## src/rtl/uart_tx_frame.sv

```systemverilog
// uart_tx_frame: parametrised UART transmitter, valid/ready in, registered tx out.
// Optional parity bit compiled in with `define UART_TX_PARITY_EN.
module uart_tx_frame #(
  parameter int CLK_PER_BAUD = 1,
  parameter int DATA_BITS    = 8,
  parameter int STOP_BITS    = 1
) (
  input  logic                 clk,
  input  logic                 rst,
  input  logic [DATA_BITS-1:0] tx_data,
  input  logic                 tx_valid,
  output logic                 tx_ready,
`ifdef UART_TX_PARITY_EN
  input  logic [1:0]           parity_mode,
`endif
  output logic                 tx,
  output logic                 busy,
  output logic                 done
);

  localparam int CW = (CLK_PER_BAUD > 1) ? $clog2(CLK_PER_BAUD) : 1;
  localparam int BW = $clog2(DATA_BITS);

  localparam logic [CW-1:0] BAUD_LAST = CW'(CLK_PER_BAUD - 1);
  localparam logic [BW-1:0] BIT_LAST  = BW'(DATA_BITS - 1);
  localparam logic          STOP_LAST = 1'(STOP_BITS - 1);

  localparam logic [2:0] S_IDLE   = 3'd0;
  localparam logic [2:0] S_START  = 3'd1;
  localparam logic [2:0] S_DATA   = 3'd2;
`ifdef UART_TX_PARITY_EN
  localparam logic [2:0] S_PARITY = 3'd3;
`endif
  localparam logic [2:0] S_STOP   = 3'd4;

  logic [2:0]           state;
  logic [CW-1:0]        baud_cnt;
  logic [BW-1:0]        bit_cnt;
  logic                 stop_cnt;
  logic [DATA_BITS-1:0] shreg;
  logic                 accept;
  logic                 bit_end;
`ifdef UART_TX_PARITY_EN
  logic                 par_on;
  logic                 par_bit;
`endif

  assign tx_ready = (state == S_IDLE) & ~rst;
  assign accept   = tx_valid & tx_ready;
  assign bit_end  = (baud_cnt == BAUD_LAST);
  assign busy     = (state != S_IDLE);
  assign done     = (state == S_STOP) &
                    (stop_cnt == STOP_LAST) &
                    bit_end;

  // Frame sequencer: tx is loaded with the next bit value on each boundary
  always_ff @(posedge clk) begin
    if (rst) begin
      state    <= S_IDLE;
      tx       <= 1'b1;
      baud_cnt <= '0;
      bit_cnt  <= '0;
      stop_cnt <= 1'b0;
      shreg    <= '0;
`ifdef UART_TX_PARITY_EN
      par_on   <= 1'b0;
      par_bit  <= 1'b0;
`endif
    end else begin
      unique case (state)
        S_IDLE: begin
          baud_cnt <= '0;
          bit_cnt  <= '0;
          stop_cnt <= 1'b0;
          tx       <= 1'b1;
          if (accept) begin
            shreg <= tx_data;
            state <= S_START;
            tx    <= 1'b0;
`ifdef UART_TX_PARITY_EN
            par_on  <= (parity_mode == 2'b01) |
                       (parity_mode == 2'b10);
            par_bit <= (^tx_data) ^
                       (parity_mode == 2'b10);
`endif
          end
        end
        S_START: begin
          if (bit_end) begin
            baud_cnt <= '0;
            tx       <= shreg[0];
            shreg    <= shreg >> 1;
            state    <= S_DATA;
          end else begin
            baud_cnt <= baud_cnt + 1'b1;
          end
        end
        S_DATA: begin
          if (bit_end) begin
            baud_cnt <= '0;
            if (bit_cnt == BIT_LAST) begin
              bit_cnt <= '0;
`ifdef UART_TX_PARITY_EN
              if (par_on) begin
                state <= S_PARITY;
                tx    <= par_bit;
              end else begin
                state <= S_STOP;
                tx    <= 1'b1;
              end
`else
              state <= S_STOP;
              tx    <= 1'b1;
`endif
            end else begin
              bit_cnt <= bit_cnt + 1'b1;
              tx      <= shreg[0];
              shreg   <= shreg >> 1;
            end
          end else begin
            baud_cnt <= baud_cnt + 1'b1;
          end
        end
`ifdef UART_TX_PARITY_EN
        S_PARITY: begin
          if (bit_end) begin
            baud_cnt <= '0;
            state    <= S_STOP;
            tx       <= 1'b1;
          end else begin
            baud_cnt <= baud_cnt + 1'b1;
          end
        end
`endif
        S_STOP: begin
          tx <= 1'b1;
          if (bit_end) begin
            baud_cnt <= '0;
            if (stop_cnt == STOP_LAST) begin
              stop_cnt <= 1'b0;
              state    <= S_IDLE;
            end else begin
              stop_cnt <= stop_cnt + 1'b1;
            end
          end else begin
            baud_cnt <= baud_cnt + 1'b1;
          end
        end
        default: begin
          state <= S_IDLE;
          tx    <= 1'b1;
        end
      endcase
    end
  end

endmodule

```

## config.mk

```make
export PLATFORM = sky130hd
export DESIGN_NAME = uart_tx_frame
export DESIGN_NICKNAME = d
export VERILOG_FILES = /design/src/rtl/uart_tx_frame.sv
export SDC_FILE = /design/constraint.sdc
export NUM_CORES = 1
export LEC_CHECK = 0
export CAP_MARGIN = 25
export CORE_MARGIN = 2
export CORE_UTILIZATION = 35
export CTS_CLUSTER_SIZE = 8
export DETAILED_ROUTE_END_ITERATION = 10
export SLEW_MARGIN = 5
export SYNTH_ARGS = -nofsm -noshare
export SYNTH_HDL_FRONTEND = slang
export SYNTH_SLANG_ARGS = --single-unit
```

## constraint.sdc

```tcl
create_clock -name clk -period 1.9 [get_ports clk]
set_clock_uncertainty 0.2 [all_clocks]
set_input_delay 0.19 -clock clk [delete_from_list [all_inputs] [get_ports clk]]
set_output_delay 0.19 -clock clk [all_outputs]
set_load 0.02 [all_outputs]
```

==> results.toml <==
[drt]
wl_met3_um = 24
drc = 0
wl_met2_um = 679
drt-vias-per-instance = 4.74
m1WireLength_um = 690
ant_nets = 0
first_pass_iters = 2
routed.top_layer = "met4"
totalWireLength_um = 1410
via_count = 593
wl_per_cell_um = 11.3
drt_iter0_markers = 5

[global_routing]
grt_usage_pct = 13.2
grt_max_degree = 10
antenna_found_initial = 0
grt_pass1_wl_um = 2580
grt_overflow_total = 0
grt_pass1_vias = 621

[layout]
area_growth_pct = 31.0
nets = 112
diodes = 0
drive_above_1_share_pct = 27.6

[floorplanning]
num_io_pins = 15
rows = 16
fp.dieH_um = 50.5
start_util_pct = 37.8
fp.dieW_um = 50.5
die_area_sq_mm = 0.00255
core-area_sq_mm = 0.00200

[worst_setup_path]
crit_chain = "or3_2 -> buf_4 -> buf_2"
cp_top_family = "simple AND/OR/NAND/NOR gates"
crit_cells = 3
worstSetupEndpointType = "output pin"
crit_required_ns = 1.51
arrival_ns = 1.37
cpPeakStageDelay_ns = 0.48
worst-path-buf-inv = 2
r2r-start = "bit_cnt[0]"
path_max_fanout = 2
timing.rr.end = "shreg[7]"
setup.worst_path.start_class = "register"
slowest_stage = "or3_2"
ff2ff_path_depth = 7
crit_type = "register to output pin"
critPathCapture = "busy"
rrSetupSlack_ns = 0.16
cp-startpoint = "state[0]"

[place]
dp_hpwl_um = 1070
port-buffer-count = 14
gp_congestion = 0.717
place_ws_ns = -0.0166

[sta]
maxSlewHeadroom_pct = 79.3
hold_viol = 0
worstMarginPinSlew_ns = 0.309
post-route-period-util_pct = 92.7
finalSetupViolCount = 0
rsz0062_at_grt = "false"
timing.final.ws_setup_ns = 0.138
fmax_mhz = 568
slew_viol_final = 0
hold_ws_ns = 0.264
fin_crit_ns = 1.76

[synthesis]
ys_seq_area_share_pct = 39.7
syn_inst = 74
syn_avg_cell_area_sq_um = 10.2
syn_nets = 87
synth.top_cell.area_share_pct = 39.7
synth.distinct_cells = 27
ys_seq_elements = 15
synth_top_area_cell = "dfxtp_1"
syn_area_sq_um = 756
ys.warnings.count = 0
ys_top_cells_by_area = "dfxtp_1, mux2i_1, nor3_1, a211oi_1, a211oi_2"

[power]
ir_drop_uv = 344
powerDensity_mw_per_mm2 = 750
total_leakage_power_nw = 0.388

[clock_network]
cts_buffer_depth = 2
clock-sinks = 15
cts_hold_buf = 0
cts-root-buf = "clkbuf_4"
cts_tree = "built"
path_clk_slew_ns = 0.09
worstSkewPairLatency_ns = 0.27
htree_num_levels = 1
numCtsBuffers = 3

[flow_run]
max_cap_viol_count = 0

[hold_path]
hp-class = "register to register"

[status]
outcome = "complete, no violations"
through the flow:
step,instance area [sq um],power [mW],TNS (ns),cells,utilization (%)
detailed placement,970,0.576,-0.0166,121,48.4
CTS,997,0.757,0,125,49.8
global route,990,0.794,0,125,49.4
global placement,970,0.576,-0.0193,121,48.4
finish,990,0.743,0,125,49.4
floorplan,756,0.501,0,74,-
worst register-to-register path: stages (launching register included):
cell and delay (ns):
dfxtp_1 0.36, ha_1 0.16, ha_1 0.15, nand2b_1 0.14
nor2_2 0.06, buf_4 0.14, or3b_1 0.36, a21oi_1 0.11
synthesized netlist by cell type:
cell type and instances:
a211oi_1 5, a211oi_2 2, a211oi_4 1, a21oi_1 4, buf_2 1, buf_4 2
buf_6 2, dfxtp_1 15, ha_1 2, inv_1 1, mux2_2 1, mux2i_1 8
nand2_1 4, nand2b_1 1, nand2b_2 1, nand3_1 2, nor2_1 4, nor2_2 1
nor2_8 1, nor3_1 9, nor3b_1 1, o221ai_1 1, or2_1 1, or2_4 1
or3_2 1, or3b_1 1, xnor2_2 1
routing by layer:
layer  up-vias  global-route usage (%)
li1        314                       -
met1       269                    16.9
met2         8                    21.7
met3         2                    1.79
met4         0                    6.76
met5         -                       0
registers in the layout, summed over array words and instances (netlist names):
name     cells
state        3
bit_cnt      3
shreg        8
tx           1
how the worst min path moves through the flow:
stage / to / slack, ns / cells past startpoint / start
floorplan: shreg[0] / 0.06 / 1 / rst
global placement: bit_cnt[1] / 0.24 / 2 / bit_cnt[1]
detailed placement: bit_cnt[2] / 0.25 / 2 / bit_cnt[2]
CTS: bit_cnt[2] / 0.26 / 2 / bit_cnt[2]
global route: bit_cnt[1] / 0.30 / 2 / bit_cnt[1]
finish: bit_cnt[2] / 0.26 / 2 / bit_cnt[2]
area by class of cell:
type | instances | area [sq um]
repair buffers | 25 | 211
well taps | 27 | 33.8
inverters | 1 | 3.75
flip-flops and latches | 15 | 300
clock buffers | 4 | 26.3
fillers | 192 | 1010
multi-input cells | 53 | 414
cell usage in the layout, fill, tap and decap left out, drive strengths merged:
master and instances:
dlygate4sd2 1, or2 2, nor2 6, nand3 2, o221ai 1, clkbuf 4
nand2b 2, a211oi 8, xnor2 1, mux2i 8, or3b 1, dfxtp 15
nand2 4, inv 1, mux2 1, nor3 9, clkdlybuf4s50 11, ha 2
nor3b 1, a21oi 4, buf 13, or3 1
where the power goes:
part           total [mW]  internal, mW  switching [mW]
Clock               0.178        0.0813          0.0964
Combinational       0.210         0.110          0.0996
Sequential          0.355         0.343          0.0125
Total               0.743         0.534           0.209
what timing repair did:
item / CTS / global route
pin swaps: 0 / 0
setup endpoints to repair: 3 / 3
gates resized for setup: 7 / 3
setup buffers: 0 / 0
cells by family (layout without fill, tap and decap cells):
group	Yosys count	count (layout)	share of synthesized area, %
AOI/OAI and AO/OA	13	13	14.7
muxes	9	9	12.1
buffers and inverters	6	30	6.12
and+or+nand+nor	28	28	21.9
xor gates and xnor gates	1	1	2.15
DFF	15	15	39.7
adders and majority gates	2	2	3.31
No activity file was read; power rests on OpenSTA's default activity.
